$ cat src/rtl/piso_shift_register.sv
// Parallel-in, serial-out transmitter.
// A WIDTH-bit word is accepted over a valid/ready handshake and then emitted
// LSB first, one bit per cycle in which the consumer raises io_shift_enable.
// On the final bit, a new word can be loaded in the same cycle, so words can
// stream back to back with no gap.
module piso_shift_register #(
  parameter int WIDTH = 8
) (
  input  logic             clock,
  input  logic             reset,            // asynchronous, active-low
  input  logic             io_load_valid,
  output logic             io_load_ready,
  input  logic [WIDTH-1:0] io_load_data,
  input  logic             io_shift_enable,
  input  logic             io_clear,
  output logic             io_serial_out,
  output logic             io_serial_valid,
  output logic             io_last,
  output logic             io_busy
);

  localparam int            CW   = (WIDTH > 1) ? $clog2(WIDTH) : 1;
  localparam logic [CW-1:0] LAST = CW'(WIDTH - 1);

  typedef enum logic {
    IDLE  = 1'b0,
    SHIFT = 1'b1
  } state_e;

  state_e           state_q, state_d;
  logic [WIDTH-1:0] shreg_q, shreg_d;
  logic [CW-1:0]    cnt_q,   cnt_d;

  logic in_shift;
  logic last_bit;
  logic load_fire;

  // Output decode: everything follows from the current state and bit index.
  always_comb begin
    in_shift        = (state_q == SHIFT);
    last_bit        = in_shift && (cnt_q == LAST);
    io_serial_out   = in_shift & shreg_q[0];
    io_serial_valid = in_shift;
    io_busy         = in_shift;
    io_last         = last_bit;
    // Ready in IDLE, or when the final bit is being consumed right now;
    // a clear in progress blocks any load.
    io_load_ready   = !io_clear && (!in_shift || (last_bit && io_shift_enable));
    load_fire       = io_load_valid && io_load_ready;
  end

  // Next-state logic: clear beats load, load beats shift.
  always_comb begin
    // NOTE: every signal gets a hold default first so no branch can leave it
    // unassigned and infer a latch.
    state_d = state_q;
    shreg_d = shreg_q;
    cnt_d   = cnt_q;

    if (io_clear) begin
      state_d = IDLE;
      shreg_d = '0;
      cnt_d   = '0;
    end else if (load_fire) begin
      // Covers both a fresh load from IDLE and a back-to-back reload on
      // the final bit.
      state_d = SHIFT;
      shreg_d = io_load_data;
      cnt_d   = '0;
    end else if (in_shift && io_shift_enable) begin
      if (last_bit) begin
        state_d = IDLE;
        shreg_d = '0;
        cnt_d   = '0;
      end else begin
        shreg_d = {1'b0, shreg_q[WIDTH-1:1]};
        cnt_d   = cnt_q + CW'(1);
      end
    end
  end

  // State register with asynchronous active-low reset.
  always_ff @(posedge clock or negedge reset) begin
    if (!reset) begin
      state_q <= IDLE;
      shreg_q <= '0;
      cnt_q   <= '0;
    end else begin
      // NOTE: non-blocking assignments so every register samples the
      // pre-edge values, independent of statement order.
      state_q <= state_d;
      shreg_q <= shreg_d;
      cnt_q   <= cnt_d;
    end
  end

endmodule
$ cat config.mk
export PLATFORM = sky130hd
export DESIGN_NAME = piso_shift_register
export DESIGN_NICKNAME = d
export VERILOG_FILES = /design/src/rtl/piso_shift_register.sv
export SDC_FILE = /design/constraint.sdc
export NUM_CORES = 1
export LEC_CHECK = 0
export CORE_AREA = 2 2 39 41
export CTS_BUF_LIST = sky130_fd_sc_hd__clkbuf_8
export DETAILED_ROUTE_END_ITERATION = 12
export DIE_AREA = 0 0 41 43
export PLACE_DENSITY = 0.83
export SYNTH_ARGS = -nofsm -noshare
export SYNTH_HDL_FRONTEND = slang
export SYNTH_SLANG_ARGS = --single-unit
$ cat constraint.sdc
create_clock -name clock -period 2.8 [get_ports clock]
set_clock_uncertainty 0.2 [all_clocks]
set_input_delay 0.28 -clock clock [delete_from_list [all_inputs] [get_ports clock]]
set_output_delay 0.28 -clock clock [all_outputs]
set_load 0.02 [all_outputs]
After elaboration in Yosys (flattened, before gate mapping)
Index checks and enable logic that the tools add are counted.
{ "totals": {"n_memories": 0, "mem_bits_ro": 0, "output_inout_bits": 5, "ram_bits": 0, "latch_bits": 0, "wordCells": 29, "regBits": 12} }
{ "op_classes": {"n_mul": 0, "n_eq_ne": 1, "mux": 12, "reduce_logical": 11, "bitwise_logic": 1, "addsub": 1, "shift": 0, "n_div": 0, "n_lt_le_gt_ge": 0} }
{ "op_table": {"columns": ["operator", "count"], "rows": [
  ["two-way mux 8 bit", 3],
  ["two-way mux 3 bit", 4],
  ["two-way mux 7 bit", 1],
  ["nonzero test 3 bit", 2],
  ["logical AND 1 bit", 5],
  ["two-way mux 1 bit", 4],
  ["adder 3 x 1 -> 3 bit, second input constant", 1],
  ["== test 3 bit, second input constant", 1],
  ["zero test 1 bit", 2],
  ["AND reduction 2 bit", 1],
  ["bitwise AND 1 bit", 1],
  ["logical OR 1 bit", 1]
]} }

Logic depth before layout (Yosys ltp)
{ "logic_depth": {"word_depth": 8, "mapped_depth": 5, "mapped_depth_nobuf": 5} }

Worst setup path after synthesis
Ideal clock, no wire load.
{ "synth_path": {"path_kind": "reg2reg", "from": "register cnt_q[0]", "to": "register shreg_q[0]", "path_buffers": 0, "path_slack_ns": 0.979, "path_stages_with_launch": 6, "arrival_ns": 1.495, "required_ns": 2.474, "path_cell_list": "dfrtp_1 ha_1 ha_1 a21boi_2 nor3b_2 a221o_1"} }
{ "synth_between": {"elab_chain_len": 8} }
{ "synth_rtl": {"columns": ["element", "line", "source"], "rows": [
  ["from (decl)", "32", "logic [CW-1:0] cnt_q, cnt_d;"],
  ["from (signal assigned)", "93", "cnt_q <= cnt_d;"],
  ["== test 3 bit *", "41", "last_bit = in_shift && (cnt_q == LAST);"],
  ["logical AND 1 bit *", "41", null],
  ["logical AND 1 bit", "48", "io_load_ready = !io_clear && (!in_shift || (last_bit && io_shift_enable));"],
  ["logical OR 1 bit", "48", null],
  ["logical AND 1 bit", "48", null],
  ["logical AND 1 bit", "49", "load_fire = io_load_valid && io_load_ready;"],
  ["two-way mux 8 bit", "64", "end else if (load_fire) begin"],
  ["two-way mux 8 bit", "60", "if (io_clear) begin"],
  ["to (signal assigned)", "92", "shreg_q <= shreg_d;"],
  ["to (decl)", "31", "logic [WIDTH-1:0] shreg_q, shreg_d;"]
]} }
Mark *: on every way between the ends. The rest lies on a longest branch, timed or not. The select of a mux whose other input is x is not followed.
A chain may end at the register's enable or synchronous reset.

Final worst setup path
{ "layout_path": {"from": "register cnt_q[0]", "to": "output port io_load_ready"} }
{ "layout_between": {"elab_chain_len": 5} }
{ "layout_rtl": {"columns": ["element", "line", "source"], "rows": [
  ["== test 3 bit", "41", null],
  ["logical AND 1 bit", "41", null],
  ["logical AND 1 bit", "48", null],
  ["logical OR 1 bit", "48", null],
  ["logical AND 1 bit", "48", null],
  ["to (decl)", "12", "output logic io_load_ready,"]
]} }
No other way between the ends.

==> flow_summary.toml <==
[cts]
cts_hold_buf = 0
clk_latency_ns = 0.24
clockBufferDepth = 2
cts_sinks = 12
post_cts_buffers = 0
post_cts_resize_count = 0
ctsHtreeMaxLevel = 1
clk_pin_slew_ns = 0.05
root_buffer = "clkbuf_8"
cts_buffers = 3
tritoncts = "done"

[synthesis]
synthMuxAreaShare_pct = 3.18
synth_top_family_by_area = "simple AND/OR/NAND/NOR gates"
synth_fp_nets = 75
synthAdderAreaFrac_pct = 3.74
ys_seq_area_share_pct = 44.9
synthSimpleGateAreaFrac_pct = 26.4
ys_warn_count = 0
synthCells = 60
synth_area_per_cell_um2 = 11.2
synth_xor_xnor_area_share_pct = 0
synth_compound_area_share_pct = 18.5
syn_area_um2 = 669
ys_ff_latch = 12
ys_types = 23

[floorplanning]
die_area_um2 = 1760
initial_core_util_pct = 48.4
core-area_um2 = 1380
die_w_um = 41
dieHeight_um = 43
ios = 18
rows = 14

[worst_setup_path]
path_depth = 5
r2r_end = "shreg_q[1]"
reg2reg_slack_ns = 0.79
crit_family = "buffers and inverters"
r2r_cells = 5
worstPathArrival_ns = 2.02
critPathBufInv = 1
endpoint = "io_load_ready"
startpoint = "cnt_q[0]"
start_kind = "register"
timing.rr.start = "cnt_q[0]"
required_ns = 2.32
cpMostUsedCell = "ha_1"
critPathMaxStageDelay_ns = 0.54
cp_max_fo = 7
crit_chain = "ha_1, ha_1, a21boi_2, nor2_1, clkdlybuf4s50_1"
cp-end-kind = "primary output"
slowest_stage = "clkdlybuf4s50_1"
critPathKind = "reg -> out"

[timing]
maxSlewViolCount = 0
hold_violations = 0
grt_setup_unrepaired = "no"
setup_viol = 0
worst_slew_pin_slew_ns = 0.550
worst_slack_ns = 0.300
setup_tns_ns = 0
finalCriticalPeriod_ns = 2.50
fmax_mhz = 400
slew_headroom_pct = 63.2
fin_crit_sh_pct = 89.3

[power_and_ir_drop]
leakagePower_nw = 0.393
p_per_area_nw_per_um2 = 509
power_w = 0.000458
max-vdd-ir-drop_mv = 0.241

[cells_and_area]
multi_input_area_um2 = 347
nets = 95
num_antenna_cells = 0
layout-drive-gt1-share_pct = 16.5
regArea_um2 = 300
fill_cells = 107
area_growth_pct = 34.4
fin_cells = 95

[global_routing]
grt_pass1_vias = 487
grt_pass1_wl_um = 2070
overflow = 0
grt_max_degree = 16
antenna_found_initial = 0
grt_usage_pct = 18.1

[placed_design]
place_inst = 91
gp_congestion = 0.743
place_hpwl_um = 989
portBuffers = 17
pre_cts_slack_ns = 0.565

[run]
drv_cap = 0

[detailed_routing]
drt_wl_total_um = 1370
drtIter0Drc = 16
vias = 540
drcViolationCount = 0
postRouteAntennaNets = 0
via_per_inst = 5.68
wl_per_cell_um = 14.4
dr.pass1.iters = 4

[run_status]
status = "complete, no violations"

[min_path]
hold_class = "in -> async"
[cell families (layout without fill, tap and decap cells)]
kind of cell               count (synthesis)  count (layout)
buffers and inverters                      3              22
muxes                                      2               2
DFF                                       12              12
adders and majority gates                  2               2
and+or+nand+nor                           27              27
AOI/OAI and AO/OA                         14              14
[layer usage]
layer  wire [µm]  GRT usage, %  vias up
li1            -             -      262
met4          54          14.0        0
met3          59          4.71        6
met2         620          24.4       20
met1         637          23.6      252
met5           0             0        -
[layout by cell type, fill, tap and decap left out]
cell type / n
nand2b_1: 4
nor3_2: 1
mux2_2: 1
nor2_1: 3
a21boi_2: 1
and2_1: 5
buf_4: 1
dfrtp_1: 12
clkbuf_8: 4
nor3b_2: 1
a221o_1: 3
clkdlybuf4s50_1: 17
a211oi_1: 4
ha_1: 2
nor4bb_2: 1
and2b_4: 1
a22o_1: 2
mux2i_1: 1
or3_4: 1
nand2_1: 4
o22a_1: 4
nor3_1: 5
and2_4: 1
[report_power, final]
group | switching, W | internal [W]
Combinational | 0.0000343 | 0.0000425
Clock | 0.0000637 | 0.000124
Sequential | 0.00000812 | 0.000185
Total | 0.000106 | 0.000352
[metrics by stage]
step,utilization (%),hold slack [ns],cell area (µm²)
2_1_floorplan,-,-0.216,669
3_3_place_gp,61.0,0.291,845
3_5_place_dp,61.0,0.290,845
4_1_cts,65.0,0.209,900
5_1_grt,65.0,0.233,900
6_report,65.0,0.197,900
[worst reg2reg max path, stage by stage, from the launching register on]
cell	delay, ns
dfrtp_1	0.38
ha_1	0.21
ha_1	0.26
a21boi_2	0.32
nor3b_2	0.15
a221o_1	0.37
[sequential cells by signal, indices dropped and copies added (netlist names)]
register,cells
io_busy,1
shreg_q,8
cnt_q,3
[cell usage after synthesis]
library cell | count | area, µm²
a211oi_1 | 4 | 30.0
a21boi_2 | 1 | 11.3
a221o_1 | 3 | 30.0
a22o_1 | 2 | 17.5
and2_1 | 5 | 31.3
and2_4 | 1 | 8.76
and2b_4 | 1 | 10.0
buf_4 | 1 | 7.51
buf_6 | 1 | 11.3
clkbuf_1 | 1 | 3.75
dfrtp_1 | 12 | 300
ha_1 | 2 | 25.0
mux2_2 | 1 | 11.3
mux2i_1 | 1 | 10.0
nand2_1 | 4 | 15.0
nand2b_1 | 4 | 25.0
nor2_1 | 3 | 11.3
nor3_1 | 5 | 25.0
nor3_2 | 1 | 10.0
nor3b_2 | 1 | 12.5
nor4bb_2 | 1 | 16.3
o22a_1 | 4 | 35.0
or3_4 | 1 | 11.3
[worst min-delay path by stage]
stage | from | to | slack (ns) | depth (start not counted)
finish | reset | cnt_q[1] | 0.20 | 1
global route | reset | shreg_q[1] | 0.23 | 1
CTS | reset | cnt_q[1] | 0.21 | 1
detailed placement | shreg_q[7] | shreg_q[7] | 0.29 | 1
global placement | shreg_q[2] | shreg_q[2] | 0.29 | 1
floorplan | reset | cnt_q[0] | -0.22 | 0
[area by class of cell]
class	count	share of cell area, %
Multi-Input combinational cell	45	38.5
Sequential cell	12	33.4
Timing Repair Buffer	18	19.7
Clock buffer	4	6.12
Tap cell	16	2.23
Power figures use the tool's default switching activity.
